`config.mk`:
```
export PLATFORM = sky130hd
export DESIGN_NAME = multiplier_seq_taint_gen2_flat
export DESIGN_NICKNAME = d
export VERILOG_FILES = /design/src/rtl/multiplier_seq_taint_gen2_if.sv /design/src/rtl/multiplier_seq_taint_gen2.sv /design/src/flat_wrapper.sv
export SDC_FILE = /design/constraint.sdc
export NUM_CORES = 1
export LEC_CHECK = 0
export ABC_CLOCK_PERIOD_IN_PS = 8300
export BUFFER_PORTS_ARGS = -buffer_cell sky130_fd_sc_hd__buf_2
export CAP_MARGIN = 20
export CORE_MARGIN = 3
export CORE_UTILIZATION = 45
export CTS_BUF_LIST = sky130_fd_sc_hd__clkbuf_4
export DETAILED_ROUTE_END_ITERATION = 12
export GPL_TIMING_DRIVEN = 0
export MAX_ROUTING_LAYER = met4
export SLEW_MARGIN = 20
export SYNTH_ARGS = -nofsm -noshare
export SYNTH_HDL_FRONTEND = slang
export SYNTH_SLANG_ARGS = --single-unit
```
`constraint.sdc`:
```
create_clock -name clk_i -period 8.3 [get_ports clk_i]
set_clock_uncertainty 0.05 [all_clocks]
set_input_delay 0.415 -clock clk_i [delete_from_list [all_inputs] [get_ports clk_i]]
set_output_delay 0.415 -clock clk_i [all_outputs]
set_load 0.05 [all_outputs]
```
`src/rtl/multiplier_seq_taint_gen2_if.sv`:
```
// Request/response bundle for the tainted sequential multiplier.
// master drives the operands and start; slave is the multiplier itself.
interface multiplier_seq_taint_gen2_if #(
  parameter int unsigned Width = 64
);
  logic               start;
  logic               start_t;
  logic               signed_mode;
  logic               signed_mode_t;
  logic [Width-1:0]   multiplier;
  logic               multiplier_t;
  logic [Width-1:0]   multiplicand;
  logic               multiplicand_t;
  logic               busy;
  logic               busy_t;
  logic [2*Width-1:0] product;
  logic               product_t;
  logic               product_done;
  logic               product_done_t;

  modport master (
    output start, start_t, signed_mode, signed_mode_t,
    output multiplier, multiplier_t, multiplicand, multiplicand_t,
    input  busy, busy_t, product, product_t, product_done, product_done_t
  );

  modport slave (
    input  start, start_t, signed_mode, signed_mode_t,
    input  multiplier, multiplier_t, multiplicand, multiplicand_t,
    output busy, busy_t, product, product_t, product_done, product_done_t
  );
endinterface

```
`src/rtl/multiplier_seq_taint_gen2.sv`:
```
// Sequential shift-add multiplier with 1-bit taint tracking for data and control.
// Retires Step multiplier bits per RUN cycle; optional early exit once the
// remaining multiplier bits are zero (which makes completion timing data-dependent).
// Width must be >= 2 and Step must divide Width.
module multiplier_seq_taint_gen2 #(
  parameter int unsigned Width     = 64,
  parameter int unsigned Step      = 1,
  parameter bit          EarlyExit = 1'b0
) (
  input logic                        clk_i,
  input logic                        rst_ni,
  multiplier_seq_taint_gen2_if.slave bus_io
);

  localparam int unsigned Width2 = 2 * Width;
  localparam int unsigned Iters  = Width / Step;
  localparam int unsigned CntW   = $clog2(Iters + 1);

  typedef enum logic [1:0] {StIdle, StRun, StDone} state_e;

  state_e             state_q;
  logic [Width-1:0]   mplier_q;     // remaining multiplier magnitude bits
  logic [Width2-1:0]  mcand_q;      // multiplicand magnitude, pre-shifted to current weight
  logic [Width2-1:0]  sum_q;
  logic [CntW-1:0]    cnt_q;
  logic               neg_q;
  logic               data_t_q;     // taint of operand values and mode
  logic               ctl_t_q;      // taint of the start decision
  logic               timing_t_q;   // taint of completion timing
  logic               busy_q;
  logic               done_q;
  logic [Width2-1:0]  product_q;
  logic               product_t_q;

  logic [Width-1:0]   a_mag, b_mag;
  logic [Width2-1:0]  partial, sum_next;
  logic [Width-1:0]   mplier_shift;
  logic [CntW-1:0]    cnt_next;
  logic               run_last;
  logic               neg_next;

  // Operand magnitudes and one RUN step of the shift-add datapath.
  always_comb begin
    a_mag = bus_io.multiplier;
    b_mag = bus_io.multiplicand;
    if (bus_io.signed_mode && bus_io.multiplier[Width-1]) a_mag = -bus_io.multiplier;
    if (bus_io.signed_mode && bus_io.multiplicand[Width-1]) b_mag = -bus_io.multiplicand;
    neg_next     = bus_io.signed_mode &
                   (bus_io.multiplier[Width-1] ^ bus_io.multiplicand[Width-1]);
    partial      = mcand_q * Width2'(mplier_q[Step-1:0]);
    sum_next     = sum_q + partial;
    mplier_shift = mplier_q >> Step;
    cnt_next     = cnt_q - CntW'(1);
    run_last     = (cnt_next == '0) || (EarlyExit && (mplier_shift == '0));
  end

  // Control FSM with registered datapath and outputs.
  always_ff @(posedge clk_i or negedge rst_ni) begin
    if (!rst_ni) begin
      state_q     <= StIdle;
      mplier_q    <= '0;
      mcand_q     <= '0;
      sum_q       <= '0;
      cnt_q       <= '0;
      neg_q       <= 1'b0;
      data_t_q    <= 1'b0;
      ctl_t_q     <= 1'b0;
      timing_t_q  <= 1'b0;
      busy_q      <= 1'b0;
      done_q      <= 1'b0;
      product_q   <= '0;
      product_t_q <= 1'b0;
    end else begin
      unique case (state_q)
        StIdle: begin
          // Keeping the old product is itself a consequence of start, so it inherits start_t.
          product_t_q <= product_t_q | bus_io.start_t;
          if (bus_io.start) begin
            state_q    <= StRun;
            busy_q     <= 1'b1;
            mplier_q   <= a_mag;
            mcand_q    <= Width2'(b_mag);
            sum_q      <= '0;
            cnt_q      <= CntW'(Iters);
            neg_q      <= neg_next;
            data_t_q   <= bus_io.multiplier_t | bus_io.multiplicand_t | bus_io.signed_mode_t;
            ctl_t_q    <= bus_io.start_t;
            timing_t_q <= EarlyExit ? (bus_io.start_t | bus_io.multiplier_t |
                                       bus_io.signed_mode_t)
                                    : bus_io.start_t;
          end
        end
        StRun: begin
          sum_q    <= sum_next;
          mplier_q <= mplier_shift;
          mcand_q  <= mcand_q << Step;
          cnt_q    <= cnt_next;
          if (run_last) begin
            state_q     <= StDone;
            done_q      <= 1'b1;
            product_q   <= neg_q ? -sum_next : sum_next;
            product_t_q <= data_t_q | ctl_t_q;
          end
        end
        StDone: begin
          state_q <= StIdle;
          busy_q  <= 1'b0;
          done_q  <= 1'b0;
        end
        default: state_q <= StIdle;
      endcase
    end
  end

  assign bus_io.busy           = busy_q;
  assign bus_io.product        = product_q;
  assign bus_io.product_t      = product_t_q;
  assign bus_io.product_done   = done_q;
  // In IDLE the only thing deciding whether busy/done will rise is start itself.
  assign bus_io.busy_t         = (state_q == StIdle) ? bus_io.start_t : timing_t_q;
  assign bus_io.product_done_t = (state_q == StIdle) ? bus_io.start_t : timing_t_q;

endmodule

```
`src/flat_wrapper.sv`:
```
// flat-port wrapper written by rule: the top's interface ports become plain ports
module multiplier_seq_taint_gen2_flat 
#(
  parameter int unsigned Width     = 64,
  parameter int unsigned Step      = 1,
  parameter bit          EarlyExit = 1'b0
)
  (clk_i, rst_ni, bus_io_start, bus_io_start_t, bus_io_signed_mode, bus_io_signed_mode_t, bus_io_multiplier, bus_io_multiplier_t, bus_io_multiplicand, bus_io_multiplicand_t, bus_io_busy, bus_io_busy_t, bus_io_product, bus_io_product_t, bus_io_product_done, bus_io_product_done_t);
  multiplier_seq_taint_gen2_if #(.Width(Width)) bus_io_i ();
  input logic clk_i;
  input logic rst_ni;
  input wire logic [$bits(bus_io_i.start)-1:0] bus_io_start;
  input wire logic [$bits(bus_io_i.start_t)-1:0] bus_io_start_t;
  input wire logic [$bits(bus_io_i.signed_mode)-1:0] bus_io_signed_mode;
  input wire logic [$bits(bus_io_i.signed_mode_t)-1:0] bus_io_signed_mode_t;
  input wire logic [$bits(bus_io_i.multiplier)-1:0] bus_io_multiplier;
  input wire logic [$bits(bus_io_i.multiplier_t)-1:0] bus_io_multiplier_t;
  input wire logic [$bits(bus_io_i.multiplicand)-1:0] bus_io_multiplicand;
  input wire logic [$bits(bus_io_i.multiplicand_t)-1:0] bus_io_multiplicand_t;
  output wire logic [$bits(bus_io_i.busy)-1:0] bus_io_busy;
  output wire logic [$bits(bus_io_i.busy_t)-1:0] bus_io_busy_t;
  output wire logic [$bits(bus_io_i.product)-1:0] bus_io_product;
  output wire logic [$bits(bus_io_i.product_t)-1:0] bus_io_product_t;
  output wire logic [$bits(bus_io_i.product_done)-1:0] bus_io_product_done;
  output wire logic [$bits(bus_io_i.product_done_t)-1:0] bus_io_product_done_t;
  assign bus_io_i.start = bus_io_start;
  assign bus_io_i.start_t = bus_io_start_t;
  assign bus_io_i.signed_mode = bus_io_signed_mode;
  assign bus_io_i.signed_mode_t = bus_io_signed_mode_t;
  assign bus_io_i.multiplier = bus_io_multiplier;
  assign bus_io_i.multiplier_t = bus_io_multiplier_t;
  assign bus_io_i.multiplicand = bus_io_multiplicand;
  assign bus_io_i.multiplicand_t = bus_io_multiplicand_t;
  assign bus_io_busy = bus_io_i.busy;
  assign bus_io_busy_t = bus_io_i.busy_t;
  assign bus_io_product = bus_io_i.product;
  assign bus_io_product_t = bus_io_i.product_t;
  assign bus_io_product_done = bus_io_i.product_done;
  assign bus_io_product_done_t = bus_io_i.product_done_t;
  multiplier_seq_taint_gen2 #(.Width(Width), .Step(Step), .EarlyExit(EarlyExit)) u_core (.clk_i(clk_i), .rst_ni(rst_ni), .bus_io(bus_io_i));
endmodule
```
==> results.cfg <==
[run_status]
status = completed

[timing]
relSlewSlack = 0.115
fin_crit_sh = 0.997
period_needed_ns = 8.27
tightest_slew_ns = 1.32
fmax_mhz = 121
fin_ws_ns = 0.0271
tns_ns = 0
finalSetupViolations = 0
slew_violations = 0
fin_hold_ws_ns = 0.141
rsz0062_at_grt = no
hold_viol_final = 0

[placement]
pre_cts_slack_ns = 0.409
portBuffers = 268
dp.cells = 6072
detailed_place_hpwl_mm = 141
globalplace.congestion = 1.06

[yosys]
yosys-top-cells-count = nand2_1 (707), o21ai_0 (626), dfrtp_1 (463)
ys_seq_elements = 463
yosysSeqAreaShare = 0.316
synth.area.top_cells = dfrtp_1 (32%), o21ai_0 (8.6%), nand2_1 (7.2%)
synth_enable_flop_cells = 0
avgSynthCellArea_sq_um = 7.72
synth_top_cell_area_share = 0.316
postSynth.topFlopCell = dfrtp_1
syn-num-nets = 5015
synthCells = 4746
syn_area_sq_um = 36600
ys_async_sr_fraction = 1.00
synth_cell_types = 106
synth.most_common_cell = nand2_1
synth_largest_area_cell = dfrtp_1
yosysWarnings = 0

[global_route]
grt_overflow = 0
grt_pass1_wl_mm = 258
grtUsageTotal = 0.417
grt_pass1_vias = 39400
grt_start_max_net_pins = 98
antenna_found_initial = 5

[final_layout]
seq_area_sq_um = 11600
final_nets = 5667
area_growth_pct = 19.1
final_cells = 6547
num-fill-cells = 7665
drive_gt1_frac = 0.117
multi_input_area_sq_um = 23700

[cts]
path_clk_slew_ns = 0.07
h-tree-depth = 4
clk_latency_ns = 1.15
clock-sinks = 463
cts_tree = yes
cts_setup_buffers = 0
cts_buffer_depth = 3
cts_root_buffer = clkbuf_4
cts_buffers = 138

[pwr]
totalPowerFinal_mw = 8.17
seqPwrFrac = 0.324
p_leak_nw = 18.3
clock_power_share = 0.279
irDropWorstVdd_uv = 142
switching_power_mw = 3.63
netSwitchingFraction = 0.444
cellInternalPower_mw = 4.55
power_density_nw_per_um2 = 187
p_comb_frac = 0.397

[job]
cap_viol_max_count = 0

[setup_path]
crit_fanout = 10
crit_path_start_kind = flip-flop
worstSetupPathType = reg -> reg
endpoint_kind = flip-flop
cp_slowest_cell = xnor2_1
path_cells = clkbuf_1 -> clkbuf_1 -> and2_1 -> ha_1 -> buf_2 -> a21oi_1 -> o21ai_0 -> a211o_1 -> o21ai_1 -> a211oi_1 -> or2_2 -> xnor2_1 -> nand4_1 -> nor3_2 -> nand3_1 -> o41ai_1 -> xor2_1 -> o21ai_0
crit_required_ns = 9.20
cp_data_arrival_time_ns = 9.17
cpPeakStageDelay_ns = 1.04

[drt]
drc = 0
dr_wl_met2_mm = 72.3
wirelength_mm = 178
wl_per_cell_microns = 27.1
dr_total_vias = 41900
highest_layer = met4
m1WireLength_mm = 76.3
vias_per_cell = 6.39
wl_met3_mm = 22.0
drt_iter0_drc = 5276
postRouteAntennaNets = 0
drt_pre_antenna_iters = 7

[floorplanning]
core_area_sq_um = 79800
io-pin-count = 269
initial_core_util = 0.459
dieWidth_microns = 291
std_cell_rows = 103
die_height_microns = 291
dieArea_sq_um = 84900

[worst_hold_path]
hold_class = in -> reg
timing repair:
action	in CTS	in global routing
hold buffers	234	0
setup endpoints to repair	0	4
hold endpoints to repair	430	0
resized for setup	0	2
power by group through the flow:
stage | Combinational (mW) | Sequential, mW | Clock (mW)
final | 3.25 | 2.65 | 2.28
after global routing | 3.42 | 2.66 | 2.44
after CTS | 3.04 | 2.63 | 2.30
after detailed placement | 2.91 | 2.67 | 0
after global placement | 2.87 | 2.67 | 0
after floorplan | 1.77 | 2.62 | 0
area by class of cell:
type	count	share of cell area
sequential	463	0.266
clock inverter	34	0.00545
buffer	296	0.0278
antenna	13	0.000746
inverter	51	0.00439
timing repair buffer	512	0.0890
multi-input combinational	3936	0.544
clock buffer	192	0.0330
tap	1050	0.0301
critical path, delay by kind of cell (launching register included):
| family | cells | cell delay, ns |
|---|---|---|
| AO/OA/AOI/OAI | 7 | 2.60 |
| AND/OR/NAND/NOR | 5 | 2.43 |
| XOR/XNOR | 2 | 1.26 |
| buffers and inverters | 3 | 1.07 |
| flip-flops | 1 | 0.39 |
| adder cells (fa/ha/maj) | 1 | 0.29 |
registers in the layout, indices dropped and copies added (netlist names):
| name | flops |
|---|---|
| u_core.bus_io.product | 128 |
| u_core.mcand_q | 128 |
| u_core.sum_q | 128 |
| u_core.mplier_q | 64 |
| u_core.cnt_q | 7 |
| u_core.state_q | 2 |
| u_core.bus_io.busy | 1 |
| u_core.bus_io.product_done | 1 |
| u_core.bus_io.product_t | 1 |
| u_core.ctl_t_q | 1 |
| u_core.data_t_q | 1 |
| u_core.neg_q | 1 |
path summary, 6_finish.rpt:
kind | start | end | slack [ns] | cells after the start
max in group asynchronous | rst_ni | u_core.mcand_q[124] | 6.79 | 5
setup / recovery | u_core.mplier_q[0] | u_core.bus_io.product[117] | 0.03 | 18
hold / removal | bus_io_multiplier_t | u_core.data_t_q | 0.14 | 4
hold reg to reg | u_core.bus_io.product[51] | u_core.bus_io.product[51] | 0.42 | 2
min in group asynchronous | rst_ni | u_core.sum_q[28] | 0.42 | 4
setup reg to reg | u_core.mplier_q[0] | u_core.bus_io.product[117] | 0.03 | 18
cell families after synthesis:
family | share of synthesized area
fa+ha+maj | 0.0456
compound gates | 0.265
mux | 0.00649
simple gates | 0.256
xor+xnor | 0.0724
flops | 0.316
buf+inv | 0.0382
layer usage:
| layer | global-route usage | vias up |
|---|---|---|
| li1 | - | 18800 |
| met3 | 0.139 | 353 |
| met1 | 0.564 | 20300 |
| met4 | 0.154 | 0 |
| met5 | - | - |
| met2 | 0.577 | 2361 |
stage by stage:
step / utilization / area [sq um]
finish: 0.547 / 43600
global route: 0.547 / 43600
CTS: 0.546 / 43600
detailed placement: 0.495 / 39500
global placement: 0.492 / 39300
floorplan: - / 36600
cell usage in the layout, fill, tap and decap left out, drive strengths merged, types with 26 or more instances in the layout:
cell | netlist | routed
a211oi | 30 | 30
a21o | 55 | 55
a21oi | 292 | 292
a22oi | 126 | 126
a31oi | 31 | 31
and2 | 161 | 161
and3 | 29 | 29
buf | 65 | 342
clkbuf | 231 | 425
clkinv | 0 | 27
dfrtp | 463 | 463
dlygate4sd3 | 0 | 233
ha | 132 | 132
inv | 51 | 53
nand2 | 707 | 707
nand3 | 179 | 179
nand4 | 146 | 146
nor2 | 330 | 330
nor3 | 116 | 116
nor4 | 54 | 54
o211ai | 36 | 36
o21a | 34 | 34
o21ai | 649 | 649
o31ai | 69 | 69
or2 | 26 | 26
or3 | 51 | 51
xnor2 | 199 | 199
xor2 | 104 | 104
Power figures use the tool's default switching activity.
